[config.mk]
export PLATFORM = sky130hd
export DESIGN_NAME = sdram_fill_bridge
export DESIGN_NICKNAME = d
export VERILOG_FILES = /design/src/rtl/sdram_fill_bridge_pkg.sv /design/src/rtl/sdram_fill_bridge_rr_arbiter2.sv /design/src/rtl/sdram_fill_bridge.sv
export SDC_FILE = /design/constraint.sdc
export NUM_CORES = 1
export LEC_CHECK = 0
export ABC_AREA = 1
export CORE_ASPECT_RATIO = 1.4
export CORE_MARGIN = 2
export CORE_UTILIZATION = 29
export CTS_BUF_LIST = sky130_fd_sc_hd__clkbuf_8
export DETAILED_ROUTE_END_ITERATION = 10
export PLACE_DENSITY = 0.63
export SKIP_LAST_GASP = 1
export SYNTH_ARGS = -nofsm -noshare
export SYNTH_HDL_FRONTEND = slang
export SYNTH_SLANG_ARGS = --single-unit
[constraint.sdc]
create_clock -name Clk -period 1.7 [get_ports Clk]
set_input_delay 0.17 -clock Clk [delete_from_list [all_inputs] [get_ports Clk]]
set_output_delay 0.17 -clock Clk [all_outputs]
set_load 0.005 [all_outputs]
[src/rtl/sdram_fill_bridge_pkg.sv]
// Shared constants for the cache-to-SDRAM fill bridge: FSM encodings, command codes
// and the read-beat lane replication helper.
package sdram_fill_bridge_pkg;

  localparam logic [2:0] ST_IDLE  = 3'd0;
  localparam logic [2:0] ST_REQ   = 3'd1;
  localparam logic [2:0] ST_RDATA = 3'd2;
  localparam logic [2:0] ST_WDONE = 3'd3;
  localparam logic [2:0] ST_DONE  = 3'd4;

  localparam logic CMD_WRITE = 1'b0;
  localparam logic CMD_READ  = 1'b1;

  // Caches write byte lanes of a 32-bit word, so each halfword is presented on both halves.
  function automatic logic [31:0] hw_replicate(input logic [15:0] hw);
    return {hw, hw};
  endfunction

endpackage

[src/rtl/sdram_fill_bridge_rr_arbiter2.sv]
// Two-requester round-robin arbiter; bit 0 is the I-port, bit 1 the D-port.
// A tie goes to the requester that did not win last; reset leaves D as last winner.
module rr_arbiter2 (
  input  logic       Clk,
  input  logic       Reset,
  input  logic [1:0] req,
  input  logic       advance,
  output logic [1:0] gnt
);

  logic last_d;

  always_comb begin
    gnt = req;
    if (req == 2'b11) gnt = last_d ? 2'b01 : 2'b10;
  end

  always_ff @(posedge Clk or negedge Reset) begin
    if (!Reset) begin
      last_d <= 1'b1;
    end else if (advance && (gnt != 2'b00)) begin
      last_d <= gnt[1];
    end
  end

endmodule

[src/rtl/sdram_fill_bridge.sv]
// Cache fill bridge: arbitrates ICache/DCache, issues BL-beat read bursts or single
// halfword writes to the SDRAM controller and returns beats replicated on 32 bits.
module sdram_fill_bridge
  import sdram_fill_bridge_pkg::*;
#(
  parameter  int BL     = 4,
  parameter  int AW     = 22,
  parameter  int TO_CYC = 255,
  localparam int BW     = $clog2(BL)
) (
  input  logic          Clk,
  input  logic          Reset,
  input  logic          IStrobe,
  input  logic          IRW,
  input  logic [31:0]   IAddress,
  output logic          IGrant,
  output logic          IRValid,
  output logic [BW-1:0] IBeat,
  output logic [31:0]   IRData,
  output logic          IDone,
  output logic          IErr,
  input  logic          DStrobe,
  input  logic          DRW,
  input  logic [31:0]   DAddress,
  input  logic [15:0]   DWData,
  output logic          DGrant,
  output logic          DRValid,
  output logic [BW-1:0] DBeat,
  output logic [31:0]   DRData,
  output logic          DDone,
  output logic          DErr,
  output logic          sdrReq,
  output logic          sdrRW,
  output logic [AW-1:0] sdrAddr,
  output logic [15:0]   sdrWData,
  input  logic          sdrAck,
  input  logic          sdrRValid,
  input  logic [15:0]   sdrRData
);

  localparam int TW = $clog2(TO_CYC + 1);

  logic [2:0]    state;
  logic          cur_d;
  logic          grant_r;
  logic          done_r;
  logic          err_r;
  logic          lat_rw;
  logic [AW-1:0] lat_addr;
  logic [15:0]   lat_wdata;
  logic [BW-1:0] beat_cnt;
  logic [TW-1:0] to_cnt;
  logic          to_hit;
  logic          arb_adv;
  logic [1:0]    arb_gnt;
  logic          vld_p1;
  logic [31:0]   rdata_p1;
  logic [BW-1:0] beat_p1;
  logic          unused_ok;

  // The I-cache never writes, and only AW address bits reach the SDRAM.
  assign unused_ok = ^{IRW, IAddress[31:AW], DAddress[31:AW]};

  assign arb_adv = (state == ST_IDLE) && (IStrobe || DStrobe);
  assign to_hit  = (to_cnt == TW'(TO_CYC - 1));

  rr_arbiter2 u_arb (
    .Clk     (Clk),
    .Reset   (Reset),
    .req     ({DStrobe, IStrobe}),
    .advance (arb_adv),
    .gnt     (arb_gnt)
  );

  always_ff @(posedge Clk or negedge Reset) begin
    if (!Reset) begin
      state     <= ST_IDLE;
      cur_d     <= 1'b0;
      grant_r   <= 1'b0;
      done_r    <= 1'b0;
      err_r     <= 1'b0;
      lat_rw    <= 1'b0;
      lat_addr  <= '0;
      lat_wdata <= '0;
      beat_cnt  <= '0;
      to_cnt    <= '0;
      vld_p1    <= 1'b0;
      rdata_p1  <= '0;
      beat_p1   <= '0;
    end else begin
      vld_p1 <= 1'b0;
      case (state)
        ST_IDLE: begin
          if (arb_adv) begin
            cur_d     <= arb_gnt[1];
            lat_rw    <= arb_gnt[1] ? DRW : CMD_READ;
            lat_addr  <= arb_gnt[1] ? DAddress[AW-1:0] : IAddress[AW-1:0];
            lat_wdata <= arb_gnt[1] ? DWData : lat_wdata;
            grant_r   <= 1'b1;
            err_r     <= 1'b0;
            beat_cnt  <= '0;
            to_cnt    <= '0;
            state     <= ST_REQ;
          end
        end
        ST_REQ: begin
          if (sdrAck) begin
            to_cnt <= '0;
            state  <= (lat_rw == CMD_READ) ? ST_RDATA : ST_WDONE;
          end else if (to_hit) begin
            err_r  <= 1'b1;
            done_r <= 1'b1;
            state  <= ST_DONE;
          end else begin
            to_cnt <= to_cnt + TW'(1);
          end
        end
        ST_RDATA: begin
          // Stage p1: one-cycle registered forward of each controller beat.
          if (sdrRValid) begin
            vld_p1   <= 1'b1;
            rdata_p1 <= hw_replicate(sdrRData);
            beat_p1  <= beat_cnt;
            beat_cnt <= beat_cnt + BW'(1);
            to_cnt   <= '0;
            if (beat_cnt == BW'(BL - 1)) begin
              done_r <= 1'b1;
              state  <= ST_DONE;
            end
          end else if (to_hit) begin
            err_r  <= 1'b1;
            done_r <= 1'b1;
            state  <= ST_DONE;
          end else begin
            to_cnt <= to_cnt + TW'(1);
          end
        end
        ST_WDONE: begin
          done_r <= 1'b1;
          state  <= ST_DONE;
        end
        ST_DONE: begin
          done_r   <= 1'b0;
          err_r    <= 1'b0;
          grant_r  <= 1'b0;
          rdata_p1 <= '0;
          beat_p1  <= '0;
          state    <= ST_IDLE;
        end
        default: state <= ST_IDLE;
      endcase
    end
  end

  assign sdrReq   = (state == ST_REQ);
  assign sdrRW    = lat_rw;
  assign sdrAddr  = lat_addr;
  assign sdrWData = lat_wdata;

  // Registered status is steered to the owning port; the other port stays at 0.
  assign IGrant  = grant_r & ~cur_d;
  assign IRValid = vld_p1 & ~cur_d;
  assign IRData  = cur_d ? '0 : rdata_p1;
  assign IBeat   = cur_d ? '0 : beat_p1;
  assign IDone   = done_r & ~cur_d;
  assign IErr    = err_r & ~cur_d;

  assign DGrant  = grant_r & cur_d;
  assign DRValid = vld_p1 & cur_d;
  assign DRData  = cur_d ? rdata_p1 : '0;
  assign DBeat   = cur_d ? beat_p1 : '0;
  assign DDone   = done_r & cur_d;
  assign DErr    = err_r & cur_d;

endmodule
[Word level (Yosys, flattened, before mapping)]
Cells that the tools add are included.
Word-level totals
  memories: 0
  output and inout port bits: 116
  register bits after elaboration: 92
  bits in latches: 0
  bits in read-only memories: 0
  bits in writable memories: 0
Cells by class
  multiply operators: 0
  div/mod/pow operators: 0
  $add $sub $neg: 2
  $lt $le $gt $ge: 0
  reductions and logical operators: 20
  mux-type cells: 41
  shift operators: 0
  bitwise operators: 9
  equal/unequal tests: 12
Operator list (count)
  2-to-1 mux 32 bit: 3
  one-hot mux 32 bit (2 select lines): 1
  2-to-1 mux 8 bit: 4
  one-hot mux 8 bit (3 select lines): 1
  2-to-1 mux 22 bit: 1
  2-to-1 mux 3 bit: 5
  2-to-1 mux 2 bit: 7
  2-to-1 mux 1 bit: 13
  one-hot mux 3 bit (4 select lines): 1
  AND reduction 2 bit: 5
  AND reduction 3 bit: 3
  adder 8 x 1 -> 8 bit, second input constant: 1
  bitwise AND 1 bit: 8
  == test 8 bit, second input constant: 1
  one-hot mux 1 bit (4 select lines): 2
  one-hot mux 2 bit (2 select lines): 2
  nonzero test 2 bit: 4
  nonzero test 4 bit: 2
  == test 3 x 2 -> 1 bit, second input constant: 2
  != test 2 bit, second input constant: 3
  == test 2 bit, second input constant: 2
  AND reduction 4 bit: 1
  == test 3 x 1 -> 1 bit, second input constant: 1
  == test 3 bit, second input constant: 1
  other kinds (9): 10

[Depth between registers and ports, before layout]
Gate-level depths: netlist of the first run.
  depth in word-level cells: 4
  mapped depth: 10

[By module]
A second synthesis of the first run with hierarchy kept.
Unflattened totals
  cells, all modules: 544
  area total of the unflattened synthesis: 4083.9 µm²
Modules (own cells, without submodules)
  sdram_fill_bridge: cells an instance 536, times used 1, area each 4022.6 µm², seq. area each 1876.8 µm²
  rr_arbiter2: cells an instance 8, times used 1, area each 61.3 µm², seq. area each 26.3 µm²

[Worst setup path before layout of the first run]
No wires, ideal clock.
  path kind: reg-to-reg
  start point: reg u_arb.last_d
  end point: reg lat_addr[16] (netlist: sdrAddr[16])
  required time: 1578 ps
  slack: 359 ps
  stages on the path, launching flop included: 8
  arrival time: 1220 ps
  cells stage by stage: dfstp_2 > nand2_1 > nand2_1 > inv_2 > buf_2 > buf_2 > o21ai_1 > o21ai_1
On the way
  cells in the longest elaborated chain, start to end: 3
Ends and longest elaborated chain
  start: declaration: line sdram_fill_bridge_rr_arbiter2.sv:11  | logic last_d;
  start signal: assignment: line sdram_fill_bridge_rr_arbiter2.sv:22  | last_d <= gnt[1];
  2-to-1 mux 2 bit (2 in a row): line sdram_fill_bridge_rr_arbiter2.sv:15  | if (req == 2'b11) gnt = last_d ? 2'b01 : 2'b10;
  2-to-1 mux 22 bit: line sdram_fill_bridge.sv:97  | lat_addr <= arb_gnt[1] ? DAddress[AW-1:0] : IAddress[AW-1:0];
  end signal: assignment: line sdram_fill_bridge.sv:97
  end: declaration: line sdram_fill_bridge.sv:49  | logic [AW-1:0] lat_addr;
No other way between the ends.
A chain may end at the register's enable or synchronous reset.

[Worst setup path in the final report of the first run]
  start point: reg cur_d
  end point: out IRData[17]
On the way
  cells in the longest elaborated chain, start to end: 1
Ends and longest elaborated chain
  start: declaration: line sdram_fill_bridge.sv:44  | logic cur_d;
  start signal: assignment: line sdram_fill_bridge.sv:95  | cur_d <= arb_gnt[1];
  2-to-1 mux 32 bit: line sdram_fill_bridge.sv:163  | assign IRData = cur_d ? '0 : rdata_p1;
  end: declaration: line sdram_fill_bridge.sv:19  | output logic [31:0] IRData,
No other way between the ends.

==> results of run 1 <==
power by group through the flow:
stage                     clock network, mW  logic [mW]  registers, mW
after floorplan                           0        2.87           3.03
after detailed placement                  0        5.59           3.10
after CTS                              1.64        5.59           3.09
final                                  1.59        5.52           3.09
after global routing                   1.73        6.18           3.18
after global placement                    0        5.44           3.08
state kept, by name (all words and copies together) (netlist names), 2 cells and up:
register	flops
beat_cnt	2
sdrWData	16
state	3
to_cnt	8
rdata_p1	16
sdrAddr	22
beat_p1	2
layer usage:
metal  vias up  routed length (microns)
li1       1993                        -
met1      1838                     4720
met2       137                     6230
met3        19                      676
met4         0                      257
met5         -                        0
cells in the final DEF (no fill, tap or decap):
cell type          n
nand4_1            5
ha_1               3
o22ai_1            1
dlymetal6s2s_1    10
dfstp_2            1
clkdlybuf4s50_1  164
inv_6              1
clkbuf_8          10
nand3_1           35
nor3_4             1
clkinv_4           3
inv_1             66
o21ai_1           24
dfrtp_2            2
nor2_2            16
nand3_2            2
inv_4              1
bufinv_16          2
dlygate4sd3_1      1
nor2_4             3
clkbuf_2           5
clkdlybuf4s15_1   10
dlygate4sd2_1      8
nor2_1            43
dfrtp_1           73
nor2_8             1
o21ai_0           46
a21oi_1            5
nand2_4            2
nand2_1          150
buf_12             4
nand3b_1           1
inv_2              4
buf_4             14
nand2_2            4
final cells by class:
class                      count  area, sq um  share of cell area [%]
inverter                      71          269                    4.21
sequential                    76         1910                    29.8
clock inverter                 6         95.1                    1.49
timing repair buffer         216         2160                    33.8
multi-input combinational    342         1600                    25.0
clock buffer                  10          138                    2.15
tap                          185          231                    3.62
through the flow:
stage | setup TNS, ps | total power, mW | cell area, sq um
floorplan | 0 | 5.89 | 4090
global placement | -1180 | 8.52 | 6080
detailed placement | -1830 | 8.69 | 6080
CTS | -5270 | 10.3 | 6350
global route | -6430 | 11.1 | 6390
finish | -2870 | 10.2 | 6390
cell families after synthesis:
family,Yosys count
and+or+nand+nor,263
adders and majority gates,3
AOI/OAI and AO/OA,76
buffers and inverters,125
DFF,76
path summary, 6_finish.rpt:
path / to / cells after the start
max: IRData[17] / 3
max reg2reg: sdrRW / 6
max in group asynchronous: cur_d / 3
min: sdrAddr[3] / 2
min reg2reg: u_arb.last_d / 2
min in group Clk: sdrWData[0] / 3
timing repair:
action                                 4_1_cts  5_1_grt
setup endpoints to repair                   77       69
resized for setup                           39       33
endpoints found under the hold margin       38        0
hold buffers                                 1        0
setup buffers                                3        1
==> summary.md, run 1 <==
| Metric | Value |
|---|---|
| Pint | `6.33 mW` |
| Ys Warns | `0` |
| Seq/Total Area, Yosys | `46.5%` |
| Wirelength, routed | `11900 microns` |
| Area Overhead vs Synth | `56.1%` |
| Largest net degree at the start of global routing | `42` |
| Failing checks | `setup timing` |
| Actual slew at the worst max-slew pin | `between 600 and 700 ps` |
| Commonest cells in the netlist | `nand2_1 (150), dfrtp_1 (75), inv_1 (66), nor2_1 (58), o21ai_0 (46)` |
| Critical path type | `flip-flop to output pin` |
| Peak supply drop | `0.696 mV` |
| DP Cell Count | `885` |
| Switching fraction of total power | `38.0%` |
| CP cell instances | `buf_12 -> nor2_2 -> clkdlybuf4s50_1` |
| HP Class | `input pin to asynchronous set/reset pin` |
| Share of layout cells above drive strength 1 | `a little over a tenth` |
| Final worst setup slack | `-112 ps` |
| CP Capture Type | `output pin` |
| DR pass1 iterations | `4` |
| Avg Cell Area, Syn | `7.54 sq um` |
| Slowest cell on crit path | `clkdlybuf4s50_1` |
| Mux cell area share after synthesis | `0%` |
| Clock buffer depth | `2` |
| Reg2reg start | `u_arb.last_d` |
| ANT cells | `0` |
| Die height | `roughly 140 microns` |
| Initial DRC count | `roughly 150` |
| Finished Layout Cells | `between 900 and 1000` |
| PD cells | `1600 mW/mm^2` |
| Layout Skew | `14.2 ps` |
| Post-Syn Nets | `650` |
| Inserted Clock Buffers | `9` |
| Final Max Slew Viols | `0` |
| Compound-cell area share of the yosys netlist | `a little under a tenth` |
| Initial antenna violation count | `0` |
| Placer congestion estimate | `0.856` |
| Grt met3 use | `3.47%` |
| Startpoint types | `flip-flop` |
| Netlist cell types | `27` |
| Starting Density | `about 30%` |
| Gr busiest metal | `met2` |
| #FFs+latches synth | `76` |
| Crit-path max FO | `27` |
| Synthesized area | `0.00409 sq mm` |
| CTS Root Cell | `clkbuf_8` |
| Synth Area in Adders | `0.917%` |
| Row count | `51` |
| Crit path buffers/inverters | `2` |
| Global router's overall resource usage | `15.8%` |
| Most area-hungry cell type in the Yosys netlist | `dfrtp_1` |
| Synth area leaders | `dfrtp_1 (46%), nand2_1 (14%), buf_4 (6.6%)` |
| Seq pwr share | `30.3%` |
| H-Tree Depth | `3` |
| Max-cap violations | `0` |
| Slew HR | `58.2%` |
| Core Area | `0.0138 sq mm` |
| CTS tree | `done` |
| Arr. time, crit path | `1640 ps` |
| Tcrit/Tclk final | `107%` |
| Pleak | `3.25 nW` |
| Main synth FF type | `dfrtp_1` |
| Worst reg-to-reg setup slack | `roughly 170 ps` |
| ANT nets after route | `0` |
| Dpl ws | `-132 ps` |
| Post-Synth Simple-Gate Area | `27.5%` |
| Number of port buffers | `slightly below 200` |
| Fin nets | `823` |
| DR WL/cell | `13.1 microns` |
| Cell with the most instances after synthesis | `nand2_1` |
| Highest Clock Rate | `552 MHz` |
| Top cell type's share of synthesized area | `45.8%` |
| Critical Path Source | `cur_d` |
| Vias in the first global route | `a little over 4000` |
| Net Sw Power | `approximately 3.9 mW` |
| Comb power frac | `54.1%` |
| Main combinational cell family by area after synthesis | `simple AND/OR/NAND/NOR gates` |
| First-pass GRT wire length | `19300 microns` |
| Largest stage delay, worst path | `510 ps` |
| Met2 usage | `28.6%` |
| Clk pin slew, worst setup/hold paths | `80 ps` |
| Setup Viol. Count Final | `42` |
| Post-layout util | `46.2%` |
| Global route total overflow | `0` |
| Remaining DRCs | `0` |
| EDFF count, synth | `0` |
| Hold Fails Final Rpt | `0` |
| RSZ-0062 raised after global routing | `yes` |
| CTS sink count | `76` |
| Via count | `3987` |
| Synth Area in XOR/XNOR | `0%` |
| Post-DR vias/cell | `4.40` |
| CP delay by family, top | `buffers and inverters` |
| Worst hold slack | `330 ps` |
| Final min period | `roughly 1800 ps` |
| Status | `finished with violations` |
| Met1 Use GR | `between 10% and 20%` |
| Async set or reset register ratio after synthesis | `100%` |
| Die area | `0.0151 sq mm` |
| Clock power share | `15.6%` |
| Critical Path RT | `1530 ps` |
| IO Count | `220` |
| Later-pin clock latency in the skew report | `360 ps` |
| Dpl hpwl | `roughly 9000 microns` |
| Die X | `about 100 microns` |
| Gate Count Post-Synth | `543` |
| Filler cells | `1393` |
No activity file was read; power rests on OpenSTA's default activity.
==> run 2: changes to the inputs <==
clock period = 2.3 ns   (was 1.7 ns; I/O delays follow)
==> run 2 against run 1 <==
  * Sequential share of layout area is 1.0 points higher
  * Total power is 31% lower
  * Largest cell class unchanged
  * Via count is 0.10% higher
  * The run now ends clean
  * Non-clock buffer count is 12 lower
  * Clock power is 41% lower
  * Critical endpoint is now sdrReq
==> summary.md, run 2 (same netlist as run 1, synthesis figures left out) <==
| Metric | Value |
|---|---|
| Tcrit/Tclk final | `87.7%` |
| Crit-path max FO | `6` |
| Global router's overall resource usage | `15.4%` |
| Core Area | `0.0138 sq mm` |
| ANT cells | `0` |
| RSZ-0062 raised after global routing | `no` |
| Fin nets | `811` |
| Arr. time, crit path | `1790 ps` |
| Clock buffer depth | `2` |
| DR WL/cell | `13.0 microns` |
| Largest net degree at the start of global routing | `49` |
| HP Class | `input pin to flip-flop` |
| Share of layout cells above drive strength 1 | `5.64%` |
| Slew HR | `roughly 57%` |
| Commonest non-fill, non-tap cell in the layout | `clkdlybuf4s50_1` |
| Post-CTS resize count | `0` |
| Setup_tns | `0 ps` |
| DR pass1 iterations | `4` |
| DP Cell Count | `around 900` |
| Startpoint types | `flip-flop` |
| Metal-1 WL | `4440 microns` |
| First-pass GRT wire length | `18500 microns` |
| IO Count | `between 200 and 250` |
| Via count | `3991` |
| CTS sink count | `76` |
| Critical Path RT | `2070 ps` |
| Vias in the first global route | `slightly below 4000` |
| Setup Viol. Count Final | `0` |
| Met2 WL post-DR | `roughly 6000 microns` |
| PD cells | `1140 mW/mm^2` |
| Area of the multi-input gates | `0.00155 sq mm` |
| Initial DRC count | `between 100 and 150` |
| Filler cells | `roughly 1400` |
| Max-cap violations | `0` |
| Status | `complete, no violations` |
| Post-DR vias/cell | `4.46` |
| Met3 wire length | `728 microns` |
| Actual slew at the worst max-slew pin | `between 600 and 700 ps` |
| Die height | `145 microns` |
| Register area | `0.00190 sq mm` |
| Top Layer Used | `met4` |
| Pleak | `about 2.9 nW` |
| Finished Layout Cells | `roughly 890` |
| Number of port buffers | `198` |
| Peak supply drop | `0.431 mV` |
| CP Capture Type | `output pin` |
| Area Overhead vs Synth | `50.6%` |
| CTS tree | `done` |
| Hold Fails Final Rpt | `0` |
| Die X | `104 microns` |
| Critical path type | `flip-flop to output pin` |
| Dpl hpwl | `8780 microns` |
| Final min period | `a little over 2000 ps` |
| Die area | `0.0151 sq mm` |
| Row count | `51` |
| Highest Clock Rate | `496 MHz` |
| Layout Skew | `12.2 ps` |
| Largest register FFs | `22` |
| Global route total overflow | `0` |
| Most frequent cells in the layout | `clkdlybuf4s50_1 (197), nand2_1 (150), dfrtp_1 (75)` |
| Placer congestion estimate | `0.806` |
| Inserted Clock Buffers | `9` |
| H-Tree Depth | `3` |
| Initial antenna violation count | `0` |
| Clk pin slew, worst setup/hold paths | `90 ps` |
| ANT nets after route | `0` |
| Remaining DRCs | `0` |
| Final Max Slew Viols | `0` |
| Starting Density | `29.6%` |
| Wirelength, routed | `about 12000 microns` |
| CTS Root Cell | `clkbuf_8` |
| Later-pin clock latency in the skew report | `between 300 and 400 ps` |
## run 2: routing by layer
metal,GRT usage (%),up-vias
met5,0,-
met2,28.2,154
met1,16.7,1849
met3,3.42,20
met4,7.33,0
li1,-,1968
## run 2: power by group
part           leakage [nW]  total, mW  internal, mW  switching [mW]
Combinational          1.89       3.85          2.01            1.84
Sequential            0.961       2.28          1.91           0.369
Clock                0.0861      0.932         0.419           0.513
## run 2: worst max-delay path, cell delays in order, from the launching register on
cell,delay (ps)
dfrtp_1,520
inv_2,100
nor3_1,260
clkdlybuf4s50_1,560
## run 2: area by class of cell
type	instances	area share, %
well taps	185	3.75
flip-flops and latches	76	30.9
repair buffers	204	33.1
multi-input cells	342	25.1
inverters	71	4.36
clock buffers	10	2.23
clock inverters	6	0.649
## run 2: worst paths after layout
kind	start	endpoint	slack (ps)	cells after the start
worst max-delay path	state[0]	sdrReq	280	3
min in group asynchronous	Reset	sdrAddr[3]	430	2
worst min-delay path	DWData[4]	sdrWData[4]	420	3
max in group asynchronous	Reset	u_arb.last_d	1180	3
worst max register to register	state[2]	beat_cnt[1]	630	8
worst min register to register	u_arb.last_d	u_arb.last_d	470	2
## run 2: metrics by stage
stage | util (%) | hold slack [ps] | cell area, sq um | total power, mW | setup slack (ps)
after detailed placement | 43.2 | 305 | 5980 | 6.22 | 496
after floorplan | - | -65.6 | 4090 | 4.36 | 959
final | 44.5 | 424 | 6170 | 7.06 | 283
after CTS | 44.5 | 396 | 6170 | 7.19 | 183
after global routing | 44.5 | 417 | 6170 | 7.71 | 173
after global placement | 43.2 | 296 | 5980 | 6.12 | 556
## run 2: what timing repair did
item	4_1_cts	5_1_grt
buffers inserted	0	0
hold endpoints to repair	47	0
hold buffers	1	0
==> run 3: changes to the inputs <==
CTS_BUF_LIST = not set   (was sky130_fd_sc_hd__clkbuf_8)
MAX_ROUTING_LAYER = met4   (was not set)
==> run 3 against run 2 <==
  * Global-route usage is 0.58 points higher
  * Sequential power hardly changed
  * Final cell count did not move
  * Core utilization up 0.73 points
  * Non-clock buffer count stayed put
  * Die area did not move
  * Fmax is essentially flat
==> summary.md, run 3 (same netlist as run 1, synthesis figures left out) <==
| Metric | Value |
|---|---|
| Layout Skew | `8.80 ps` |
| Share of layout cells above drive strength 1 | `roughly 5.6%` |
| Area of the multi-input gates | `0.00155 sq mm` |
| Tot Pwr | `7.46 mW` |
| Later-pin clock latency in the skew report | `~340 ps` |
| Filler cells | `1377` |
| Remaining DRCs | `0` |
| Die area | `0.0151 sq mm` |
| Commonest non-fill, non-tap cell in the layout | `clkdlybuf4s50_1` |
| Starting Density | `between 20 and 30%` |
| Slew HR | `57.0%` |
| Largest net degree at the start of global routing | `just under 50` |
| Clk pin slew, worst setup/hold paths | `approximately 60 ps` |
| Metal-1 WL | `4590 microns` |
| Post-CTS resize count | `0` |
| Via count | `3984` |
| Core Area | `0.0138 sq mm` |
| Pleak | `2.98 nW` |
| Crit-path max FO | `6` |
| Largest register FFs | `22` |
| Critical Path RT | `2070 ps` |
| Status | `complete, no violations` |
| Highest Clock Rate | `496 MHz` |
| First-pass GRT wire length | `approximately 19000 microns` |
| Hold Fails Final Rpt | `0` |
| Startpoint types | `flip-flop` |
| Arr. time, crit path | `1790 ps` |
| Met3 wire length | `605 microns` |
| H-Tree Depth | `3` |
| Finished Layout Cells | `around 900` |
| ANT cells | `0` |
| Max-cap violations | `0` |
| Die height | `145 microns` |
| CP Capture Type | `output pin` |
| Most frequent cells in the layout | `clkdlybuf4s50_1 (197), nand2_1 (150), dfrtp_1 (75)` |
| HP Class | `input pin to flip-flop` |
| Post-route cell area | `0.00627 sq mm` |
| Setup Viol. Count Final | `0` |
| Area Overhead vs Synth | `53.1%` |
| Critical Path Source | `state[0]` |
| Initial antenna violation count | `0` |
| Actual slew at the worst max-slew pin | `645 ps` |
| Fin nets | `811` |
| Clock buffer depth | `2` |
| DP Cell Count | `between 800 and 900` |
| Row count | `51` |
| Number of port buffers | `roughly 200` |
| Final min period | `2020 ps` |
| Postcts setup bufs | `0` |
| Wirelength, routed | `11700 microns` |
| Register area | `0.00190 sq mm` |
| Die X | `104 microns` |
| PD cells | `1190 mW/mm^2` |
| Critical path type | `flip-flop to output pin` |
| Setup_tns | `0 ps` |
| DR pass1 iterations | `4` |
| Peak supply drop | `0.359 mV` |
| Inserted Clock Buffers | `9` |
| Post-layout util | `45.3%` |
| Top Layer Used | `met4` |
| ANT nets after route | `0` |
| Placer congestion estimate | `a little over 0.8` |
| Hold Path Origin | `DWData[4]` |
| Dpl hpwl | `8780 microns` |
| Final Max Slew Viols | `0` |
| IO Count | `between 200 and 250` |
| Hold-fix buffers, CTS | `1` |
| Global router's overall resource usage | `15.9%` |
| CTS Root Cell | `clkbuf_16` |
| DR WL/cell | `13.0 microns` |
| Vias in the first global route | `3944` |
| Post-DR vias/cell | `4.46` |
| Tcrit/Tclk final | `87.7%` |
| RSZ-0062 raised after global routing | `no` |
| Global route total overflow | `0` |
| Met2 WL post-DR | `6140 microns` |
| Reg2reg start | `state[0]` |
| CTS sink count | `76` |
| CTS tree | `done` |
| Initial DRC count | `118` |
| Area after DPL | `0.00598 sq mm` |
## run 3: changes by cell type in the layout (fill, tap and decap cells not counted)
cell | previous run | this run
inv_1 | 67 | 66
clkbuf_16 | 0 | 9
clkbuf_8 | 10 | 1
clkbuf_1 | 0 | 1
## run 3: cell type report
class / instances / area share (%)
timing repair buffer: 204 / 32.5
sequential: 76 / 30.4
multi-input combinational: 342 / 24.7
inverter: 71 / 4.29
clock buffer: 11 / 3.87
tap: 185 / 3.69
clock inverter: 5 / 0.579
## run 3: final timing paths
check | end | slack, ps | depth (start not counted)
hold reg to reg | u_arb.last_d | 470 | 2
setup / recovery | sdrReq | 280 | 3
min in group asynchronous | sdrAddr[2] | 460 | 2
setup reg to reg | beat_cnt[1] | 640 | 8
hold / removal | sdrWData[4] | 440 | 3
max in group asynchronous | u_arb.last_d | 1160 | 3
## run 3: stage by stage
| step | hold WS [ps] | worst slack (ps) |
|---|---|---|
| 2_1_floorplan | -65.6 | 959 |
| 3_3_place_gp | 296 | 556 |
| 3_5_place_dp | 305 | 496 |
| 4_1_cts | 431 | 215 |
| 5_1_grt | 459 | 211 |
| 6_report | 444 | 283 |
## run 3: where the power goes
group | switching (mW) | internal, mW | total, mW
clock | 0.562 | 0.762 | 1.32
sequential | 0.366 | 1.92 | 2.28
combinational | 1.85 | 2.01 | 3.86
## run 3: critical path, cell delays in order, from the launching register on
cell and delay, ps:
dfrtp_1 520, inv_2 110, nor3_1 270, clkdlybuf4s50_1 570
## run 3: routing by layer
layer  vias to the layer above  track usage, %
li1                       1968               -
met1                      1856            17.0
met2                       141            28.4
met3                        19            2.43
met4                         0            8.89
met5                         -               -
